`config.mk`:
```
export PLATFORM = sky130hd
export DESIGN_NAME = avalon_bus_monitor
export DESIGN_NICKNAME = d
export VERILOG_FILES = /design/src/rtl/avalon_bus_monitor.sv
export SDC_FILE = /design/constraint.sdc
export NUM_CORES = 1
export LEC_CHECK = 0
export BUFFER_PORTS_ARGS = -buffer_cell sky130_fd_sc_hd__buf_4
export CORE_ASPECT_RATIO = 0.5
export CORE_MARGIN = 5
export CORE_UTILIZATION = 54
export DETAILED_ROUTE_END_ITERATION = 8
export PLACE_DENSITY = 0.81
export SLEW_MARGIN = 20
export SYNTH_ARGS = -nofsm -noshare
export SYNTH_HDL_FRONTEND = slang
export SYNTH_SLANG_ARGS = --single-unit
```
`constraint.sdc`:
```
create_clock -name clk -period 4.2 [get_ports clk]
set_input_delay 0.42 -clock clk [delete_from_list [all_inputs] [get_ports clk]]
set_output_delay 0.42 -clock clk [all_outputs]
set_load 0.05 [all_outputs]
```
`src/rtl/avalon_bus_monitor.sv`:
```
// Passive Avalon-MM bus monitor that runs while the CPU is active.
// It counts bus traffic, flags protocol errors and captures the CPU result at the end of a run.
module avalon_bus_monitor #(
  parameter int ADDR_W         = 32,
  parameter int DATA_W         = 32,
  parameter int TIMEOUT_CYCLES = 1000,
  parameter int MAX_WAIT       = 16,
  parameter int BYTE_SWAP      = 1
) (
  input  logic                clk,
  input  logic                reset,
  input  logic                active,
  input  logic [DATA_W-1:0]   register_v0,
  input  logic [ADDR_W-1:0]   address,
  input  logic                read,
  input  logic                write,
  input  logic                waitrequest,
  input  logic [DATA_W-1:0]   writedata,
  input  logic [DATA_W-1:0]   readdata,
  input  logic [DATA_W/8-1:0] byteenable,
  output logic [1:0]          state,
  output logic                done,
  output logic                timeout,
  output logic [DATA_W-1:0]   result,
  output logic [31:0]         cycle_count,
  output logic [31:0]         read_count,
  output logic [31:0]         write_count,
  output logic [31:0]         stall_count,
  output logic [DATA_W-1:0]   last_readdata,
  output logic [4:0]          err_flags,
  output logic [ADDR_W-1:0]   first_err_addr
);

  localparam int BE_W = DATA_W / 8;
  localparam logic [1:0] ST_IDLE    = 2'b00;
  localparam logic [1:0] ST_RUN     = 2'b01;
  localparam logic [1:0] ST_DONE    = 2'b10;
  localparam logic [1:0] ST_TIMEOUT = 2'b11;
  localparam logic [31:0] TIMEOUT_LIM = 32'(TIMEOUT_CYCLES);
  localparam logic [31:0] WAIT_LIM    = 32'(MAX_WAIT + 1);

  function automatic logic [31:0] sat_inc(input logic [31:0] v);
    return (v == '1) ? v : v + 32'd1;
  endfunction

  logic [1:0]        state_q, state_d;
  logic              done_q, done_d, timeout_q, timeout_d;
  logic [DATA_W-1:0] result_q, result_d, last_readdata_q, last_readdata_d;
  logic [31:0]       cycle_count_q, cycle_count_d, read_count_q, read_count_d;
  logic [31:0]       write_count_q, write_count_d, stall_count_q, stall_count_d;
  logic [4:0]        err_flags_q, err_flags_d;
  logic [ADDR_W-1:0] first_err_addr_q, first_err_addr_d;
  // Snapshot of the previous bus cycle, used to detect a request changing while stalled.
  logic              prev_stall_q, prev_stall_d, prev_read_q, prev_read_d;
  logic              prev_write_q, prev_write_d;
  logic [ADDR_W-1:0] prev_addr_q, prev_addr_d;
  logic [BE_W-1:0]   prev_be_q, prev_be_d;
  logic [DATA_W-1:0] prev_wdata_q, prev_wdata_d;
  logic [31:0]       wait_cnt_q, wait_cnt_d;

  logic              run, req;
  logic [4:0]        new_err;
  logic [DATA_W-1:0] swapped, capture;

  always_comb begin
    swapped = '0;
    for (int i = 0; i < BE_W; i++) begin
      swapped[8*i +: 8] = readdata[8*(BE_W-1-i) +: 8];
    end
    capture = (BYTE_SWAP != 0) ? swapped : readdata;
  end

  always_comb begin
    state_d          = state_q;
    done_d           = done_q;
    timeout_d        = timeout_q;
    result_d         = result_q;
    cycle_count_d    = cycle_count_q;
    read_count_d     = read_count_q;
    write_count_d    = write_count_q;
    stall_count_d    = stall_count_q;
    last_readdata_d  = last_readdata_q;
    err_flags_d      = err_flags_q;
    first_err_addr_d = first_err_addr_q;
    wait_cnt_d       = '0;
    new_err          = '0;
    run              = (state_q == ST_RUN);
    req              = read | write;

    prev_stall_d = run & req & waitrequest;
    prev_read_d  = read;
    prev_write_d = write;
    prev_addr_d  = address;
    prev_be_d    = byteenable;
    prev_wdata_d = writedata;

    if (run) begin
      if (req && !waitrequest) begin
        if (read) begin
          read_count_d    = sat_inc(read_count_q);
          last_readdata_d = capture;
        end
        if (write) write_count_d = sat_inc(write_count_q);
      end
      if (req && waitrequest) begin
        stall_count_d = sat_inc(stall_count_q);
        wait_cnt_d    = sat_inc(wait_cnt_q);
        new_err[2]    = (wait_cnt_d == WAIT_LIM);
      end
      new_err[0] = read & write;
      new_err[3] = req && (byteenable == '0);
      new_err[4] = req && (address[1:0] != 2'b00);
      new_err[1] = prev_stall_q && ((read != prev_read_q) || (write != prev_write_q) ||
                   (address != prev_addr_q) || (byteenable != prev_be_q) ||
                   (write && (writedata != prev_wdata_q)));
      if ((err_flags_q == '0) && (new_err != '0)) first_err_addr_d = address;
      err_flags_d   = err_flags_q | new_err;
      cycle_count_d = sat_inc(cycle_count_q);
    end

    case (state_q)
      ST_IDLE: if (active) state_d = ST_RUN;
      ST_RUN: begin
        // Falling active takes priority over reaching the timeout limit.
        if (!active) begin
          state_d  = ST_DONE;
          done_d   = 1'b1;
          result_d = register_v0;
        end else if (cycle_count_d >= TIMEOUT_LIM) begin
          state_d   = ST_TIMEOUT;
          timeout_d = 1'b1;
          result_d  = register_v0;
        end
      end
      default: state_d = state_q;
    endcase
  end

  always_ff @(posedge clk) begin
    if (reset) begin
      state_q          <= ST_IDLE;
      done_q           <= 1'b0;
      timeout_q        <= 1'b0;
      result_q         <= '0;
      cycle_count_q    <= '0;
      read_count_q     <= '0;
      write_count_q    <= '0;
      stall_count_q    <= '0;
      last_readdata_q  <= '0;
      err_flags_q      <= '0;
      first_err_addr_q <= '0;
      prev_stall_q     <= 1'b0;
      prev_read_q      <= 1'b0;
      prev_write_q     <= 1'b0;
      prev_addr_q      <= '0;
      prev_be_q        <= '0;
      prev_wdata_q     <= '0;
      wait_cnt_q       <= '0;
    end else begin
      state_q          <= state_d;
      done_q           <= done_d;
      timeout_q        <= timeout_d;
      result_q         <= result_d;
      cycle_count_q    <= cycle_count_d;
      read_count_q     <= read_count_d;
      write_count_q    <= write_count_d;
      stall_count_q    <= stall_count_d;
      last_readdata_q  <= last_readdata_d;
      err_flags_q      <= err_flags_d;
      first_err_addr_q <= first_err_addr_d;
      prev_stall_q     <= prev_stall_d;
      prev_read_q      <= prev_read_d;
      prev_write_q     <= prev_write_d;
      prev_addr_q      <= prev_addr_d;
      prev_be_q        <= prev_be_d;
      prev_wdata_q     <= prev_wdata_d;
      wait_cnt_q       <= wait_cnt_d;
    end
  end

  assign state          = state_q;
  assign done           = done_q;
  assign timeout        = timeout_q;
  assign result         = result_q;
  assign cycle_count    = cycle_count_q;
  assign read_count     = read_count_q;
  assign write_count    = write_count_q;
  assign stall_count    = stall_count_q;
  assign last_readdata  = last_readdata_q;
  assign err_flags      = err_flags_q;
  assign first_err_addr = first_err_addr_q;

endmodule

```
==> results.md <==
| Group | Quantity | This run |
| --- | --- | --- |
| min path | Hold Crit Depth | 2 |
| flow run | Max Cap Viol | 0 |
| floorplan | Starting Density | 54.5% |
| power and ir drop | Switching share of power | 24.7% |
| critical path | Maximum fanout encountered on the critical timing path | 32 |
| critical path | Nature of the critical path startpoint | flip-flop |
| critical path | Kind of end point of the critical path | flip-flop |
| critical path | Worst path depth | 11 |
| cts | Number of clock sinks seen by CTS | 336 |
| routing | Post-detailed-route DRC marker count | 0 |
| routing | Total number of vias | 13,400 |
| global route | Total Routing Usage GR | 25.2% |
| global route | Number of global-route vias before repair | 12,600 |
| routing | DRC violation total after the first TritonRoute iteration | 1,000 |
| logic synthesis | Share of the synthesized area in the top cell type | 44.9% |
| global route | GRT busiest layer | met2 |
| global route | Global-route wire length before repair | 66,300 um |
| floorplan | # IOs | 371 |
| power and ir drop | Fraction of power consumed by combinational cells | 9.1% |
| routing | Avg WL per Cell | 17.0 um |
| cts | Post-cts hold buffer count | 0 |
| global route | Global routing usage on met2 | 42.6% |
| power and ir drop | Cell area power density | 359 mW/mm^2 |
| critical path | Required time worst endpoint | 4.70 ns |
| timing | Tmin final | 3.62 ns |
| timing | Summed negative setup slack over all endpoints | 0 ns |
| timing | Endpoints failing hold | 0 |
| floorplan | Placeable core region | 0.0275 mm^2 |
| cts | Total of cells resized after clock tree synthesis | 0 |
| power and ir drop | Net switching power figure | 1680 uW |
| logic synthesis | Async SR Flop Fraction | 0% |
| placement | Routability Congestion | 0.966 |
| outcome | Status | finished, final reports clean |
| timing | Final worst clock skew | 0.0206 ns |
| logic synthesis | Mean cell area of the mapped netlist | 8.58 um^2 |
| layout | Relative area change from synthesis to final layout | 26.6% |
| routing | Total length of routed wires | 42,100 um |
| logic synthesis | Cells after Synth | 1,745 |
| logic synthesis | Number of flops mapped to enable cells by yosys | 0 |
| floorplan | Row count | 43 |
| cts | CTS tree | done |
| power and ir drop | Peak supply drop | 0.327 mV |
| timing | Actual transition at the worst max-transition pin | 0.934 ns |
| layout | Antenna diode count | 0 |
| global route | Maximum number of pins on one net before global-route repair | 191 |
| floorplan | Die boundary height | 128 um |
| critical path | Slowest stage delay, CP | 0.50 ns |
| placement | Worst setup slack before clock tree synthesis | 0.584 ns |
| logic synthesis | Top-count cell post-synth | dfxtp_1 |
| critical path | CP Buf/Inv Count | 1 |
| floorplan | Die footprint | 0.0314 mm^2 |
| logic synthesis | Number of storage elements in the synthesis netlist | 336 |
| logic synthesis | Cell area after technology mapping | 0.0150 mm^2 |
| logic synthesis | Top cell types by occurrence after synthesis | dfxtp_1 (336), nor2_1 (217), nand2_1 (147) |
| logic synthesis | Cell types with the largest area share after synthesis | dfxtp_1 (45%), xor2_1 (7.5%), nor2_1 (5.4%), xnor2_1 (4.6%), nand2_1 (3.7%) |
| critical path | Arrival time at the worst endpoint | 4.12 ns |
| layout | Final cell utilization of the core | 69.0% |
| critical path | R2r worst-path depth | 11 |
| placement | Post-DP HPWL | 30,000 um |
| global route | GR Layer Usage met3 | 4.73% |
| timing | Part of the cycle the worst path needs | 86.2% |
| cts | Clock tree root buffer cell | clkbuf_16 |
| cts | Worst-skew pair later-pin latency | 0.58 ns |
| logic synthesis | Flip-flop cell with the highest count after synthesis | dfxtp_1 |
| cts | Setup repair bufs after CTS | 0 |
| timing | Least setup slack across all paths after layout | 0.580 ns |
| global route | Aggregate global routing overflow | 0 |
| critical path | Crit path kind | reg2reg |
| floorplan | Width of the die | 246 um |
| layout | Fraction of layout cells with a size suffix above 1 | 22.3% |
| power and ir drop | Clock share of power | 42.3% |
| logic synthesis | Number of nets produced by synthesis | 1,888 |
| routing | Remaining antenna violation count | 0 |
| timing | Worst slew slack as a fraction of its limit | 37.5% |
| placement | Dpl cell area | 0.0179 mm^2 |
| global route | Global routing usage on met1 | 33.5% |
| cts | Maximum clock path buffer count | 3 |
| timing | Final setup violation count | 0 |
| critical path | CP cell instances | ha_1 > nand2_1 > nor4_1 > mux2_2 > a2bb2oi_1 > or4b_4 > nor4_4 > and4_1 > a211oi_4 > buf_4 > o21ai_0 |
| power and ir drop | Cell leakage power | 0.00766 uW |
| critical path | Cell family contributing the most delay on the critical path | simple AND/OR/NAND/NOR gates |
| critical path | Slowest cell on crit path | or4b_4 |
| layout | Total non-filler cell area in the finished layout | 0.0190 mm^2 |
| cts | Clk slew on worst S/H paths | 0.07 ns |
| timing | Highest achievable clock rate | 276 MHz |
| logic synthesis | Count of warnings emitted by yosys | 0 |
| min path | HP Class | in2reg |
| layout | Final net count | 2,210 |
| timing | RSZ-0062 raised after global routing | false |
| routing | Number of iterations in the first detailed-routing pass | 5 |
| cts | H-Tree Depth | 1 |
| cts | Number of CTS-inserted buffers | 30 |
| power and ir drop | Internal portion of total power | 5120 uW |
| timing | Count of final max-slew check failures | 0 |
| placement | Number of port buffers | 370 |
| global route | Number of antenna violations at the first check in global routing | 0 |
| power and ir drop | Relative contribution of sequential cells to total power | 48.6% |
| logic synthesis | Synth unique cells | 72 |
| logic synthesis | Part of the Yosys area used for sequential elements | 44.9% |
| routing | Post-detailed-route via-to-cell ratio | 5.43 |
| logic synthesis | Leading area contributor after synthesis | dfxtp_1 |
cells in the final DEF, fill, tap and decap left out, types with 4 or more instances in the layout:
cell type | Yosys | layout
nor2b_1 | 39 | 39
or2_2 | 8 | 8
or3_1 | 20 | 20
nor3_1 | 32 | 32
and3_1 | 33 | 33
xnor2_1 | 78 | 78
a21oi_1 | 63 | 63
nand3_1 | 58 | 58
mux2i_1 | 12 | 12
nor4_1 | 30 | 30
or4_1 | 6 | 6
and4_1 | 19 | 19
nand4_1 | 53 | 53
clkbuf_1 | 63 | 8
and2_1 | 15 | 15
nand2_1 | 147 | 147
a211oi_1 | 8 | 8
nand2b_1 | 35 | 35
nor4_4 | 4 | 4
dfxtp_1 | 336 | 336
o21ai_1 | 61 | 61
o21ai_0 | 72 | 72
nor2_1 | 217 | 217
clkinv_2 | 0 | 6
o2111ai_1 | 6 | 6
buf_4 | 0 | 381
ha_1 | 5 | 5
nand4b_1 | 34 | 34
clkbuf_8 | 0 | 4
clkbuf_16 | 0 | 30
xor2_1 | 128 | 128
bufinv_16 | 0 | 4
a31oi_1 | 16 | 16
inv_1 | 60 | 60
power by group through the flow:
stage	Combinational, uW	Sequential (uW)	Clock, uW
2_1_floorplan	222	3530	0
3_3_place_gp	613	3380	0
3_5_place_dp	620	3380	0
4_1_cts	622	3310	2920
5_1_grt	664	3320	3070
6_report	620	3310	2880
area by class of cell:
class / count / area [um^2]
Clock inverter: 15 / 198
Timing Repair Buffer: 383 / 2890
Sequential cell: 336 / 6730
Clock buffer: 41 / 822
Fill cell: 2216 / 8520
Tap cell: 382 / 478
Inverter: 60 / 225
Multi-Input combinational cell: 1256 / 7630
sequential cells by signal (all words and copies together), names as in the netlist, 4 cells and up:
register / cells
last_readdata: 32
write_count: 32
wait_cnt_q: 32
cycle_count: 32
stall_count: 32
result: 32
prev_wdata_q: 32
read_count: 32
err_flags: 5
prev_addr_q: 32
prev_be_q: 4
first_err_addr: 32
routing by layer:
metal,wire length [um],part of all wire [%]
met1,18100,43
met2,20400,49
met3,2390,5.7
met4,1130,2.7
met5,0,0
through the flow:
stage	total power, uW	instances	hold WS [ns]
after floorplan	3750	1745	0.467
after global placement	3990	2417	0.443
after detailed placement	4000	2417	0.447
after CTS	6850	2473	0.0509
after global routing	7040	2473	0.0610
final	6810	2473	0.0699
logic make-up (layout without fill, tap and decap cells):
kind of cell | after synthesis | in the layout | synth area share (%)
buffers and inverters | 153 | 499 | 4.33
AND/OR/NAND/NOR | 774 | 774 | 27.4
adder cells (fa/ha/maj) | 5 | 5 | 0.418
XOR/XNOR | 206 | 206 | 12.0
flip-flops | 336 | 336 | 44.9
AO/OA/AOI/OAI | 257 | 257 | 9.97
multiplexers | 14 | 14 | 0.952
path summary, 6_finish.rpt:
| path | from | end | slack, ns |
|---|---|---|---|
| worst max-delay path | wait_cnt_q[0]$_SDFF_PP0_ | first_err_addr[31]$_SDFFE_PP0P_ | 0.58 |
| worst min register to register | last_readdata[2]$_SDFFE_PP0P_ | last_readdata[2]$_SDFFE_PP0P_ | 0.45 |
| worst max register to register | wait_cnt_q[0]$_SDFF_PP0_ | first_err_addr[31]$_SDFFE_PP0P_ | 0.58 |
| worst min-delay path | writedata[14] | prev_wdata_q[14]$_SDFF_PP0_ | 0.07 |
No activity file was read; power rests on OpenSTA's default activity.
